## config.mk

```make
export PLATFORM = sky130hd
export DESIGN_NAME = intr_vec_sequencer
export DESIGN_NICKNAME = d
export VERILOG_FILES = /design/src/rtl/intr_pkg.sv /design/src/rtl/sat_counter8.sv /design/src/rtl/intr_vec_sequencer.sv
export SDC_FILE = /design/constraint.sdc
export NUM_CORES = 1
export LEC_CHECK = 0
export CAP_MARGIN = 20
export CORE_MARGIN = 3
export CORE_UTILIZATION = 34
export CTS_BUF_LIST = sky130_fd_sc_hd__clkbuf_8 sky130_fd_sc_hd__clkbuf_16
export DETAILED_ROUTE_END_ITERATION = 10
export GPL_TIMING_DRIVEN = 0
export PLACE_DENSITY = 0.66
export SETUP_SLACK_MARGIN = 0.5
export SYNTH_ARGS = -nofsm -noshare
export SYNTH_HDL_FRONTEND = slang
export SYNTH_SLANG_ARGS = --single-unit
```

## constraint.sdc

```tcl
create_clock -name CLK -period 1.5 [get_ports CLK]
set_input_delay 0.3 -clock CLK [delete_from_list [all_inputs] [get_ports CLK]]
set_output_delay 0.3 -clock CLK [all_outputs]
set_load 0.005 [all_outputs]
```

## src/rtl/intr_pkg.sv

```systemverilog
// rtl/intr_pkg.sv - shared types and constants for the interrupt vector sequencer
package intr_pkg;

  // Service FSM states
  typedef enum logic [1:0] {
    WAIT    = 2'd0,
    PRESENT = 2'd1,
    CLEAR   = 2'd2
  } state_t;

  // Default base vector number added to the encoder code
  localparam logic [7:0] VEC_BASE_DFLT = 8'h20;

  // Width of the priority encoder code (8 request lines)
  localparam int CODE_W = 3;

endpackage

```

## src/rtl/sat_counter8.sv

```systemverilog
// rtl/sat_counter8.sv - 8-bit saturating counter with enable and synchronous clear
module sat_counter8 (
  input  logic       clk,
  input  logic       rst,
  input  logic       clr,
  input  logic       en,
  output logic [7:0] q
);

  // Reset and clear dominate; otherwise count up and stick at 255
  always_ff @(posedge clk) begin
    if (rst || clr) begin
      q <= 8'h00;
    end else if (en && (q != 8'hFF)) begin
      q <= q + 8'h01;
    end
  end

endmodule

```

## src/rtl/intr_vec_sequencer.sv

```systemverilog
// rtl/intr_vec_sequencer.sv - interrupt vector sequencer; optional ack timeout under INTR_TIMEOUT_EN
module intr_vec_sequencer
  import intr_pkg::*;
#(
  parameter logic [7:0] VEC_BASE    = VEC_BASE_DFLT,
  parameter int         TIMEOUT_CYC = 16
) (
  input  logic              CLK,
  input  logic              RESET,
  input  logic [CODE_W-1:0] A,
  input  logic              IDLE,
  input  logic              ACK,
  output logic              VALID,
  output logic [7:0]        VEC,
  output logic [7:0]        CLR,
  output logic [7:0]        SVC_CNT,
  output logic              TOUT
);

  state_t            state;
  state_t            state_nx;
  logic [CODE_W-1:0] code;
  logic              svc_inc;
  logic              tmo_fire;

  // A finished service is exactly a PRESENT->CLEAR transition
  assign svc_inc = (state == PRESENT) && ACK;

`ifdef INTR_TIMEOUT_EN
  localparam logic [7:0] TLAST = 8'(TIMEOUT_CYC - 1);
  logic [7:0] tcnt;

  // Counts cycles spent in PRESENT; restarts on every PRESENT entry
  sat_counter8 u_tmo_cnt (
    .clk (CLK),
    .rst (RESET),
    .clr ((state == WAIT) && !IDLE),
    .en  (state == PRESENT),
    .q   (tcnt)
  );

  // Expiry on the last allowed PRESENT cycle; a same-cycle ACK wins
  assign tmo_fire = (state == PRESENT) && (tcnt == TLAST) && !ACK;
`else
  assign tmo_fire = 1'b0;
`endif

  sat_counter8 u_svc_cnt (
    .clk (CLK),
    .rst (RESET),
    .clr (1'b0),
    .en  (svc_inc),
    .q   (SVC_CNT)
  );

  // Next-state logic; A and IDLE are ignored once a vector is presented
  always_comb begin
    state_nx = state;
    case (state)
      WAIT:    if (!IDLE) state_nx = PRESENT;
      PRESENT: begin
        if (ACK)           state_nx = CLEAR;
        else if (tmo_fire) state_nx = WAIT;
      end
      CLEAR:   state_nx = WAIT;
      default: state_nx = WAIT;
    endcase
  end

  // State, code capture and registered outputs
  always_ff @(posedge CLK) begin
    if (RESET) begin
      state <= WAIT;
      code  <= '0;
      VALID <= 1'b0;
      VEC   <= 8'h00;
      CLR   <= 8'h00;
      TOUT  <= 1'b0;
    end else begin
      state <= state_nx;
      VALID <= (state_nx == PRESENT);
      CLR   <= (state_nx == CLEAR) ? (8'h01 << code) : 8'h00;
      TOUT  <= tmo_fire;
      if ((state == WAIT) && !IDLE) begin
        code <= A;
        VEC  <= VEC_BASE + {5'b00000, A};
      end
    end
  end

endmodule

```

## After elaboration in Yosys (flattened, before gate mapping)

Index checks and enable logic that the tools add are counted.

| storage, ports and cells | value |
|---|---|
| bits in registers | 30 |
| input bits | 7 |
| output and inout port bits | 26 |

| operators by class | value |
|---|---|
| add/subtract/negate cells | 2 |
| equality and inequality tests | 4 |
| shift operators | 1 |
| mux-type cells | 3 |
| bitwise gates (word level) | 1 |
| reduce and logical (&&, ||, !) cells | 6 |

Operator list:

| operator | number |
|---|---|
| $add 8x1->8 const B | 1 |
| $ne 8x8->1 const B | 1 |
| $shl 1x3->8 const A | 1 |
| $add 6x3->7 const A | 1 |
| $eq 2x1->1 const B | 2 |
| $mux 2 | 2 |
| $pmux 2 s2 | 1 |
| $logic_and 1x1->1 | 3 |
| $eq 2x2->1 const B | 1 |
| $logic_not 2->1 | 1 |
| $reduce_or 2->1 | 1 |
| $logic_not 1->1 | 1 |
| $not 1->1 | 1 |

## Longest topological paths before layout

Gate-level depths: netlist of run 1.

| logic depth | value |
|---|---|
| word-level depth | 5 |
| mapped depth | 4 |
| mapped depth without buffers | 4 |

## Hierarchy

From an unflattened synthesis of run 1, not the netlist that was laid out.

| second synthesis, totals | value |
|---|---|
| cell total of the unflattened synthesis | 102 |
| area, all modules | 975.9 um2 |

By module, submodules not included:

| module | instances | cells each | area each (um2) | sequential area each (um2) |
|---|---|---|---|---|
| intr_vec_sequencer | 1 | 54 | 554.3 | 300.3 |
| sat_counter8 | 1 | 48 | 421.7 | 160.2 |

## Least setup slack after synthesis of run 1

OpenSTA, ideal clock, no wires.

| path | value |
|---|---|
| kind | register to register |
| from | register u_svc_cnt.q[0] |
| to | register u_svc_cnt.q[0] |
| library setup time | 0.121 ns |
| data arrival time | 1.393 ns |
| setup slack | -0.013 ns |
| cell stages (with the launch flop) | 5 |
| path buffers | 0 |
| path through | dfxtp_1 > ha_1 > and4_1 > a21oi_1 > mux2_2 |

| on the way | value |
|---|---|
| word-level cells in the longest chain between the ends | 2 |
| elaborated cells between the ends (all ways) | 3 |
| those cells by class | add/sub: 1; eq/ne: 1; reduce/logical: 1 |

RTL lines:

| what | line | source |
|---|---|---|
| start, declared | sat_counter8.sv:7 | `output logic [7:0] q` |
| start signal, assigned | sat_counter8.sv:15 | `q <= q + 8'h01;` |
| branches (longest 2 deep; another with $add 8x1->8) | -- |  |

Parallel ways; which one is timed is not known.
A chain may end at the register's enable or synchronous reset.

## Worst setup path after layout of run 1

| path | value |
|---|---|
| from | register u_svc_cnt.q[0] |
| to | register u_svc_cnt.q[7] |

The elaborated chain is that of the path after synthesis.

==> results.py, run 1 <==
metrics = {
    "status": {
        "outcome": "finished, final reports clean",
    },
    "route": {
        "wl_per_cell_um": 13.7,
        "viasPerCell": 4.78,
        "vias": 960,
        "wirelength_um": 2750,
        "drt_iter0_markers": 14,
        "firstDrtPassIters": 4,
        "drcViolationCount": 0,
        "antenna_left": 0,
    },
    "floorplan": {
        "die_area_um2": 3440,
        "start_util": 0.367,
        "rows": 18,
        "die_w_um": 58.7,
        "die_h_um": 58.7,
        "io-pin-count": 33,
        "coreArea_um2": 2570,
    },
    "critical_path": {
        "rr_startpoint": "u_svc_cnt.q[0]",
        "crit_fanout": 4,
        "crit_chain": "buf_4 -> nand2_2 -> or3_4 -> o311a_1",
        "required_ns": 1.66,
        "worst-setup-path-type": "flip-flop to flip-flop",
        "crit_arrival_ns": 1.59,
        "slowest_delay_ns": 0.39,
        "critical_path.startpoint": "u_svc_cnt.q[0]",
        "cp-start-kind": "flip-flop",
        "cp_slowest_cell": "or3_4",
        "end_kind": "flip-flop",
    },
    "layout": {
        "drive_above_1_share": 0.649,
        "final_cell_mix": "buf_6, buf_4, nor2_1, dfxtp_4, buf_2",
        "diodes": 0,
        "nNetsFinal": 180,
        "postLayoutCoreUtil": 0.716,
        "post-route-cell-area_um2": 1840,
        "areaGrowthSynthToFinish_pct": 94.8,
        "n_fill_cell": 195,
        "final_common_cell": "buf_6",
    },
    "synth": {
        "synth.distinct_cells": 29,
        "synth_area_um2": 943,
        "syn_avg_cell_area_um2": 9.63,
        "ys_seq_elements": 23,
        "ys_seq_area_frac": 0.488,
        "synthesis.instances": 98,
        "ys_warn_count": 0,
    },
    "global_route": {
        "grt_pass1_vias": 984,
        "grt_max_degree": 14,
        "antenna_found_initial": 0,
        "overflow": 0,
        "use_met3": 0.0461,
        "grt_use_met2": 0.313,
        "grt_pass1_wl_um": 4500,
        "met1_usage": 0.199,
        "track_usage": 0.174,
        "busiest_layer": "met2",
    },
    "sta": {
        "setup_viol": 0,
        "fmax_mhz": 697,
        "whs_ns": 0.449,
        "fin_ws_ns": 0.0654,
        "skew_ns": 0.00120,
        "rsz0062_at_grt": "yes",
        "slew_viol_final": 0,
        "finalCritPeriodShare": 0.956,
        "finalCriticalPeriod_ns": 1.43,
        "hold_viol": 0,
    },
    "job": {
        "cap_violations": 0,
    },
    "placement": {
        "dp_hpwl_um": 1480,
        "placed_area_um2": 1330,
        "preCtsSetupSlack_ns": -0.439,
        "io_buffers": 27,
        "gp_congestion": 0.763,
    },
    "clocking": {
        "max-clock-path-buffers": 2,
        "cts_root_buf": "clkbuf_8",
        "htree_levels": 1,
        "cts_buffers": 3,
        "clock_latency_ns": 0.27,
        "clkSinkCount": 23,
        "clk_pin_slew_worst_paths_ns": 0.08,
        "cts_tree": "built",
        "cts_hold_buffers": 0,
    },
    "power": {
        "vdd_drop_max_mv": 0.574,
        "fin_total_pwr_mw": 1.24,
        "leakagePower_nw": 0.817,
        "power-per-cell-area_nw_per_um2": 672,
    },
    "hold_path": {
        "hp-class": "primary input to flip-flop",
        "min_from": "ACK",
    },
}
-- cell families after synthesis --
family / after synthesis / share of synthesized area
muxes: 8 / 0.0902
and+or+nand+nor: 44 / 0.251
adders and majority gates: 1 / 0.0133
DFF: 23 / 0.488
AOI/OAI and AO/OA: 11 / 0.0942
buffers and inverters: 10 / 0.0597
other: 1 / 0.00397
-- worst paths after layout --
check | slack, ns | endpoint | cells past startpoint
max | 0.07 | u_svc_cnt.q[7] | 4
min | 0.45 | state[0] | 2
max reg2reg | 0.07 | u_svc_cnt.q[7] | 4
min reg2reg | 0.49 | VEC[5] | 2
-- what timing repair did --
item                                    in CTS  in global routing
pin swaps                                   15                  7
endpoints found under the setup margin      43                 44
setup buffers                               30                  8
gates resized for setup                    141                 19
-- cells in the mapped netlist --
library cell / n / area [um2]
dfxtp_1: 23 / 460
nor2_1: 14 / 52.6
buf_4: 5 / 37.5
nand2b_1: 5 / 31.3
nor3_1: 5 / 25.0
mux2_2: 4 / 45.0
mux2i_1: 4 / 40.0
nand2_1: 4 / 15.0
nand3_1: 4 / 20.0
nor2b_1: 4 / 25.0
inv_1: 3 / 11.3
a2111oi_0: 2 / 17.5
a211oi_1: 2 / 15.0
a21oi_1: 2 / 10.0
clkbuf_1: 2 / 7.51
o311a_1: 2 / 20.0
a221oi_1: 1 / 8.76
a41oi_1: 1 / 8.76
and2b_1: 1 / 7.51
and3_1: 1 / 6.26
and3b_1: 1 / 8.76
and4_1: 1 / 8.76
and4bb_2: 1 / 12.5
conb_1: 1 / 3.75
ha_1: 1 / 12.5
nand3_2: 1 / 10.0
nand3b_1: 1 / 7.51
o41ai_1: 1 / 8.76
or3_1: 1 / 6.26
-- stage by stage --
stage / setup TNS, ns / std cells
6_report: 0 / 201
5_1_grt: 0 / 201
4_1_cts: 0 / 193
3_5_place_dp: -2.56 / 159
3_3_place_gp: -2.29 / 159
2_1_floorplan: 0 / 102
-- worst max-delay path, delay by kind of cell, from the launching register on --
family                 cells  cell delay, ns
AO/OA/AOI/OAI              1            0.36
buffers and inverters      1            0.13
flip-flops                 1            0.38
AND/OR/NAND/NOR            2            0.45
-- report_power, final --
group	internal [mW]	total (mW)	switching [mW]	leakage (nW)
clock network	0.186	0.394	0.208	0.0255
logic	0.127	0.209	0.0822	0.594
registers	0.618	0.633	0.0148	0.198
-- registers in the layout, summed over array words and instances, names as in the netlist --
signal       flops
VEC              2
u_svc_cnt.q      8
code             2
VALID            1
state            2
CLR              8
-- cell type report --
type,instances,area (um2),share of cell area
Multi-Input combinational cell,69,579,0.315
Sequential cell,23,507,0.276
Inverter,3,11.3,0.00613
Tap cell,30,37.5,0.0204
Clock inverter,1,5.00,0.00272
Buffer,7,65.1,0.0354
Clock buffer,3,41.3,0.0225
Timing Repair Buffer,65,592,0.322
-- routing by layer --
metal  vias to the layer above  routed length [um]  part of all wire
met3                         5                 153             0.056
met1                       448                1130              0.41
met2                        29                1420              0.52
met5                         -                   0                 0
li1                        478                   -                 -
met4                         0                  44             0.016
Power figures use the tool's default switching activity.
==> inputs of run 2 (changes only) <==
--- a/config.mk
+++ b/config.mk
@@ -5,13 +5,13 @@
 export SDC_FILE = /design/constraint.sdc
 export NUM_CORES = 1
 export LEC_CHECK = 0
-export CAP_MARGIN = 20
+export CAP_MARGIN = 10
 export CORE_MARGIN = 3
-export CORE_UTILIZATION = 34
+export CORE_UTILIZATION = 39
 export CTS_BUF_LIST = sky130_fd_sc_hd__clkbuf_8 sky130_fd_sc_hd__clkbuf_16
 export DETAILED_ROUTE_END_ITERATION = 10
 export GPL_TIMING_DRIVEN = 0
-export PLACE_DENSITY = 0.66
+export PLACE_DENSITY = 0.74
 export SETUP_SLACK_MARGIN = 0.5
 export SYNTH_ARGS = -nofsm -noshare
 export SYNTH_HDL_FRONTEND = slang
==> constraint.sdc (replaced) <==
create_clock -name CLK -period 1.5 [get_ports CLK]
set_input_delay 0.3 -clock CLK [delete_from_list [all_inputs] [get_ports CLK]]
set_output_delay 0.3 -clock CLK [all_outputs]
set_load 0.01 [all_outputs]
==> run 2 against run 1 <==
  * Sequential power down 0.6%
  * Largest cell class is now multi-input combinational cells
  * Critical path depth unchanged
  * Highest routed layer unchanged
  * Design area down 3.5%
  * Utilization grew 7.1 points
  * First-iteration DRC count grew 21%
  * Clock power decreased by 1%
  * Cell count is 6.0% lower
  * Sequential cell count is the same
  * Global-route usage is 2.9 points higher
  * Clock-buffer cell count is the same
  * Worst setup slack improved by 0.083 ns
  * Die area is 12% lower
==> results.py, run 2 (synthesis results as in run 1) <==
metrics = {
    "global_route": {
        "overflow": 0,
        "grt_pass1_vias": 1008,
        "grt_max_degree": 14,
        "grt_pass1_wl_um": 4420,
        "track_usage": 0.204,
        "antenna_found_initial": 0,
    },
    "floorplan": {
        "rows": 17,
        "die_area_um2": 3050,
        "die_w_um": 55.2,
        "io-pin-count": 33,
        "start_util": 0.418,
        "die_h_um": 55.2,
        "coreArea_um2": 2250,
    },
    "placement": {
        "dp_hpwl_um": 1550,
        "place_inst": 157,
        "io_buffers": 27,
        "gp_congestion": 0.746,
        "placed_area_um2": 1330,
    },
    "sta": {
        "hold_viol": 0,
        "slew_viol_final": 0,
        "setup_viol": 0,
        "fmax_mhz": 740,
        "whs_ns": 0.434,
        "rsz0062_at_grt": "yes",
        "tns_ns": 0,
        "skew_ns": 0.00149,
        "finalCritPeriodShare": 0.901,
        "finalCriticalPeriod_ns": 1.35,
    },
    "layout": {
        "areaGrowthSynthToFinish_pct": 88.1,
        "n_fill_cell": 139,
        "diodes": 0,
        "postLayoutCoreUtil": 0.787,
        "nNetsFinal": 170,
        "reg.largest.list": "CLR x8, u_svc_cnt.q x8",
        "final_common_cell": "buf_4",
        "final_cell_mix": "buf_4, buf_6, nor2_1, dfxtp_4, dfxtp_2",
        "fin_cells": 189,
        "post-route-cell-area_um2": 1770,
        "drive_above_1_share": 0.665,
    },
    "critical_path": {
        "end_kind": "flip-flop",
        "cp_slowest_cell": "or3_4",
        "crit_fanout": 4,
        "cpLargestDelayFamily": "simple AND/OR/NAND/NOR gates",
        "worst-setup-path-type": "flip-flop to flip-flop",
        "crit_arrival_ns": 1.51,
        "slowest_delay_ns": 0.39,
        "cp-start-kind": "flip-flop",
        "path_buf_inv": 1,
        "crit_chain": "buf_6 -> nand2_2 -> or3_4 -> o311a_1",
        "required_ns": 1.66,
    },
    "route": {
        "vias": 976,
        "viasPerCell": 5.16,
        "firstDrtPassIters": 4,
        "wirelength_um": 2850,
        "antenna_left": 0,
        "drcViolationCount": 0,
        "drt_iter0_markers": 17,
        "wl_per_cell_um": 15.1,
    },
    "clocking": {
        "max-clock-path-buffers": 2,
        "cts_tree": "built",
        "clock_latency_ns": 0.26,
        "clkSinkCount": 23,
        "clk_pin_slew_worst_paths_ns": 0.08,
        "htree_levels": 1,
        "cts_hold_buffers": 0,
        "cts_buffers": 3,
        "cts_root_buf": "clkbuf_8",
    },
    "power": {
        "leakagePower_nw": 0.762,
        "vdd_drop_max_mv": 0.622,
        "power-per-cell-area_nw_per_um2": 700,
    },
    "hold_path": {
        "hp-class": "primary input to flip-flop",
    },
    "job": {
        "cap_violations": 0,
    },
    "status": {
        "outcome": "finished, final reports clean",
    },
}
[run 2: cell type report]
cell class                 count  area, um2  area share
buffer                         7       76.3      0.0430
clock buffer                   3       41.3      0.0233
clock inverter                 1       5.00     0.00282
inverter                       3       11.3     0.00635
multi-input combinational     69        588       0.331
sequential                    23        512       0.288
tap                           28       35.0      0.0197
timing repair buffer          55        505       0.285
[run 2: timing repair]
| action | CTS | global route |
|---|---|---|
| pin swaps | 15 | 4 |
| buffers inserted | 23 | 5 |
| setup endpoints to repair | 43 | 43 |
| resized for setup | 146 | 14 |
| gates cloned | 0 | 0 |
[run 2: routing by layer]
| layer | GRT usage | part of all wire | vias to the layer above |
|---|---|---|---|
| li1 | - | - | 465 |
| met2 | 0.394 | 0.56 | 37 |
| met1 | 0.211 | 0.37 | 472 |
| met3 | 0.0563 | 0.067 | 2 |
| met5 | 0 | 0 | - |
| met4 | 0.0567 | 0.0067 | 0 |
[run 2: metrics by stage]
stage / power, mW / worst slack, ns
after floorplan: 0.729 / 0.134
after CTS: 1.21 / 0.154
after global routing: 1.29 / 0.109
after global placement: 0.785 / -0.388
after detailed placement: 0.788 / -0.408
final: 1.24 / 0.148
[run 2: worst paths after layout]
kind                   from        endpoint  slack (ns)  cells after the start
max          u_svc_cnt.q[1]  u_svc_cnt.q[7]        0.15                      4
min                     ACK        state[0]        0.43                      2
max reg2reg  u_svc_cnt.q[1]  u_svc_cnt.q[7]        0.15                      4
min reg2reg          VEC[5]          VEC[5]        0.49                      2
[run 2: power by group]
part           total (mW)  switching [mW]  internal [mW]
registers           0.629          0.0132          0.616
logic               0.223          0.0948          0.129
clock network       0.390           0.204          0.185
total                1.24           0.312          0.930
==> inputs of run 3 (changes only) <==
--- a/config.mk
+++ b/config.mk
@@ -6,12 +6,14 @@
 export NUM_CORES = 1
 export LEC_CHECK = 0
 export CAP_MARGIN = 10
+export CELL_PAD_IN_SITES_DETAIL_PLACEMENT = 2
+export CELL_PAD_IN_SITES_GLOBAL_PLACEMENT = 2
 export CORE_MARGIN = 3
-export CORE_UTILIZATION = 39
+export CORE_UTILIZATION = 23
 export CTS_BUF_LIST = sky130_fd_sc_hd__clkbuf_8 sky130_fd_sc_hd__clkbuf_16
 export DETAILED_ROUTE_END_ITERATION = 10
 export GPL_TIMING_DRIVEN = 0
-export PLACE_DENSITY = 0.74
+export PLACE_DENSITY_LB_ADDON = 0.1
 export SETUP_SLACK_MARGIN = 0.5
 export SYNTH_ARGS = -nofsm -noshare
 export SYNTH_HDL_FRONTEND = slang
==> run 3 against run 2 <==
  * Clock-buffer cell count unchanged
  * Non-clock buffer count up 4
  * Critical path depth down 1
  * Fmax down 1.5%
  * Global-route usage down 6.2 points
  * Wire length up 23%
  * Utilization down 31 points
  * Total power down 0.52%
  * Via count down 0.20%
  * Clock power down 1%
  * Highest routed layer unchanged
==> results.py, run 3 (synthesis results as in run 1) <==
metrics = {
    "status": {
        "outcome": "finished, final reports clean",
    },
    "sta": {
        "slew_viol_final": 0,
        "skew_ns": 0.00470,
        "fmax_mhz": 729,
        "tns_ns": 0,
        "setup_viol": 0,
        "finalCritPeriodShare": 0.915,
        "finalCriticalPeriod_ns": 1.37,
        "rsz0062_at_grt": "yes",
        "hold_viol": 0,
    },
    "floorplan": {
        "die_w_um": 70.0,
        "die_area_um2": 4910,
        "rows": 22,
        "coreArea_um2": 3800,
        "die_h_um": 70.0,
        "io-pin-count": 33,
        "start_util": 0.248,
    },
    "layout": {
        "fin_cells": 213,
        "n_fill_cell": 401,
        "postLayoutCoreUtil": 0.478,
        "diodes": 0,
        "final_cell_mix": "buf_4, buf_6, nor2_1, dfxtp_4",
        "reg.largest.list": "CLR x8, u_svc_cnt.q x8",
        "areaGrowthSynthToFinish_pct": 92.4,
        "final_common_cell": "buf_4",
        "drive_above_1_share": 0.636,
        "nNetsFinal": 174,
    },
    "critical_path": {
        "cp-start-kind": "flip-flop",
        "end_kind": "flip-flop",
        "required_ns": 1.65,
        "worst-setup-path-type": "flip-flop to flip-flop",
        "crit_arrival_ns": 1.52,
        "crit_fanout": 4,
    },
    "global_route": {
        "overflow": 0,
        "grt_max_degree": 13,
        "grt_pass1_vias": 1039,
        "grt_pass1_wl_um": 5470,
        "antenna_found_initial": 0,
        "track_usage": 0.142,
    },
    "job": {
        "cap_violations": 0,
    },
    "power": {
        "power-per-cell-area_nw_per_um2": 681,
        "vdd_drop_max_mv": 0.343,
        "fin_total_pwr_mw": 1.24,
        "leakagePower_nw": 0.791,
    },
    "clocking": {
        "cts_tree": "built",
        "cts_buffers": 3,
        "clock_latency_ns": 0.26,
        "cts_hold_buffers": 0,
        "clk_pin_slew_worst_paths_ns": 0.09,
        "htree_levels": 1,
        "clkSinkCount": 23,
        "cts_root_buf": "clkbuf_8",
        "max-clock-path-buffers": 2,
    },
    "route": {
        "drt_iter0_markers": 15,
        "wl_per_cell_um": 16.5,
        "drcViolationCount": 0,
        "viasPerCell": 4.57,
        "vias": 974,
        "antenna_left": 0,
        "wirelength_um": 3510,
        "firstDrtPassIters": 2,
    },
    "placement": {
        "io_buffers": 27,
        "gp_congestion": 0.756,
        "dp_hpwl_um": 2000,
        "place_inst": 177,
    },
    "hold_path": {
        "hp-class": "primary input to flip-flop",
    },
}
==> run 3: cell count changes in the layout (fill, tap and decap cells not counted), moves of 2 or more <==
cell,change
dfxtp_1,+2
a2111oi_0,+2
dfxtp_2,-3
nand2_2,-2
a2111oi_2,-2
nand2_1,+2
buf_2,+2
buf_4,+3
a211oi_2,-2
==> run 3: timing repair <==
action | CTS | global route
buffers inserted | 20 | 12
setup endpoints to repair | 43 | 43
resized for setup | 142 | 12
pin swaps | 16 | 1
==> run 3: critical path, cell delays in order, from the launching register on <==
cell and delay (ns):
dfxtp_4 0.36, nand3b_1 0.22, or3_4 0.37, o311a_1 0.31
==> run 3: worst paths after layout <==
path | from | endpoint | slack, ns | cells past startpoint
max | state[1] | u_svc_cnt.q[7] | 0.13 | 3
min | ACK | VALID | 0.48 | 2
max reg2reg | state[1] | u_svc_cnt.q[7] | 0.13 | 3
min reg2reg | VEC[5] | VEC[5] | 0.49 | 2
==> run 3: area by class of cell <==
type	count	area [um2]	area share
Tap cell	48	60.1	0.0331
Inverter	3	11.3	0.00620
Clock inverter	1	3.75	0.00207
Buffer	7	76.3	0.0420
Timing Repair Buffer	59	526	0.289
Multi-Input combinational cell	69	586	0.323
Sequential cell	23	512	0.282
Clock buffer	3	41.3	0.0227
==> run 3: power breakdown <==
group	internal, mW	switching, mW	total (mW)
logic	0.128	0.0923	0.220
registers	0.614	0.0164	0.630
clock network	0.183	0.202	0.385
total	0.924	0.311	1.24
==> run 3: per-layer routing <==
metal	wire length, um	part of all wire	GRT usage
met4	24	0.0068	0.0383
met1	1490	0.42	0.161
met5	0	0	0
met2	1890	0.54	0.263
met3	103	0.029	0.0302
==> run 3: per-stage QoR <==
stage                     setup slack [ns]  hold WS [ns]  cell area, um2
after floorplan                      0.134         0.404            1020
after global placement              -0.441         0.446            1350
after detailed placement            -0.470         0.456            1350
after CTS                            0.148         0.459            1670
after global routing                0.0945         0.517            1820
final                                0.127         0.476            1820
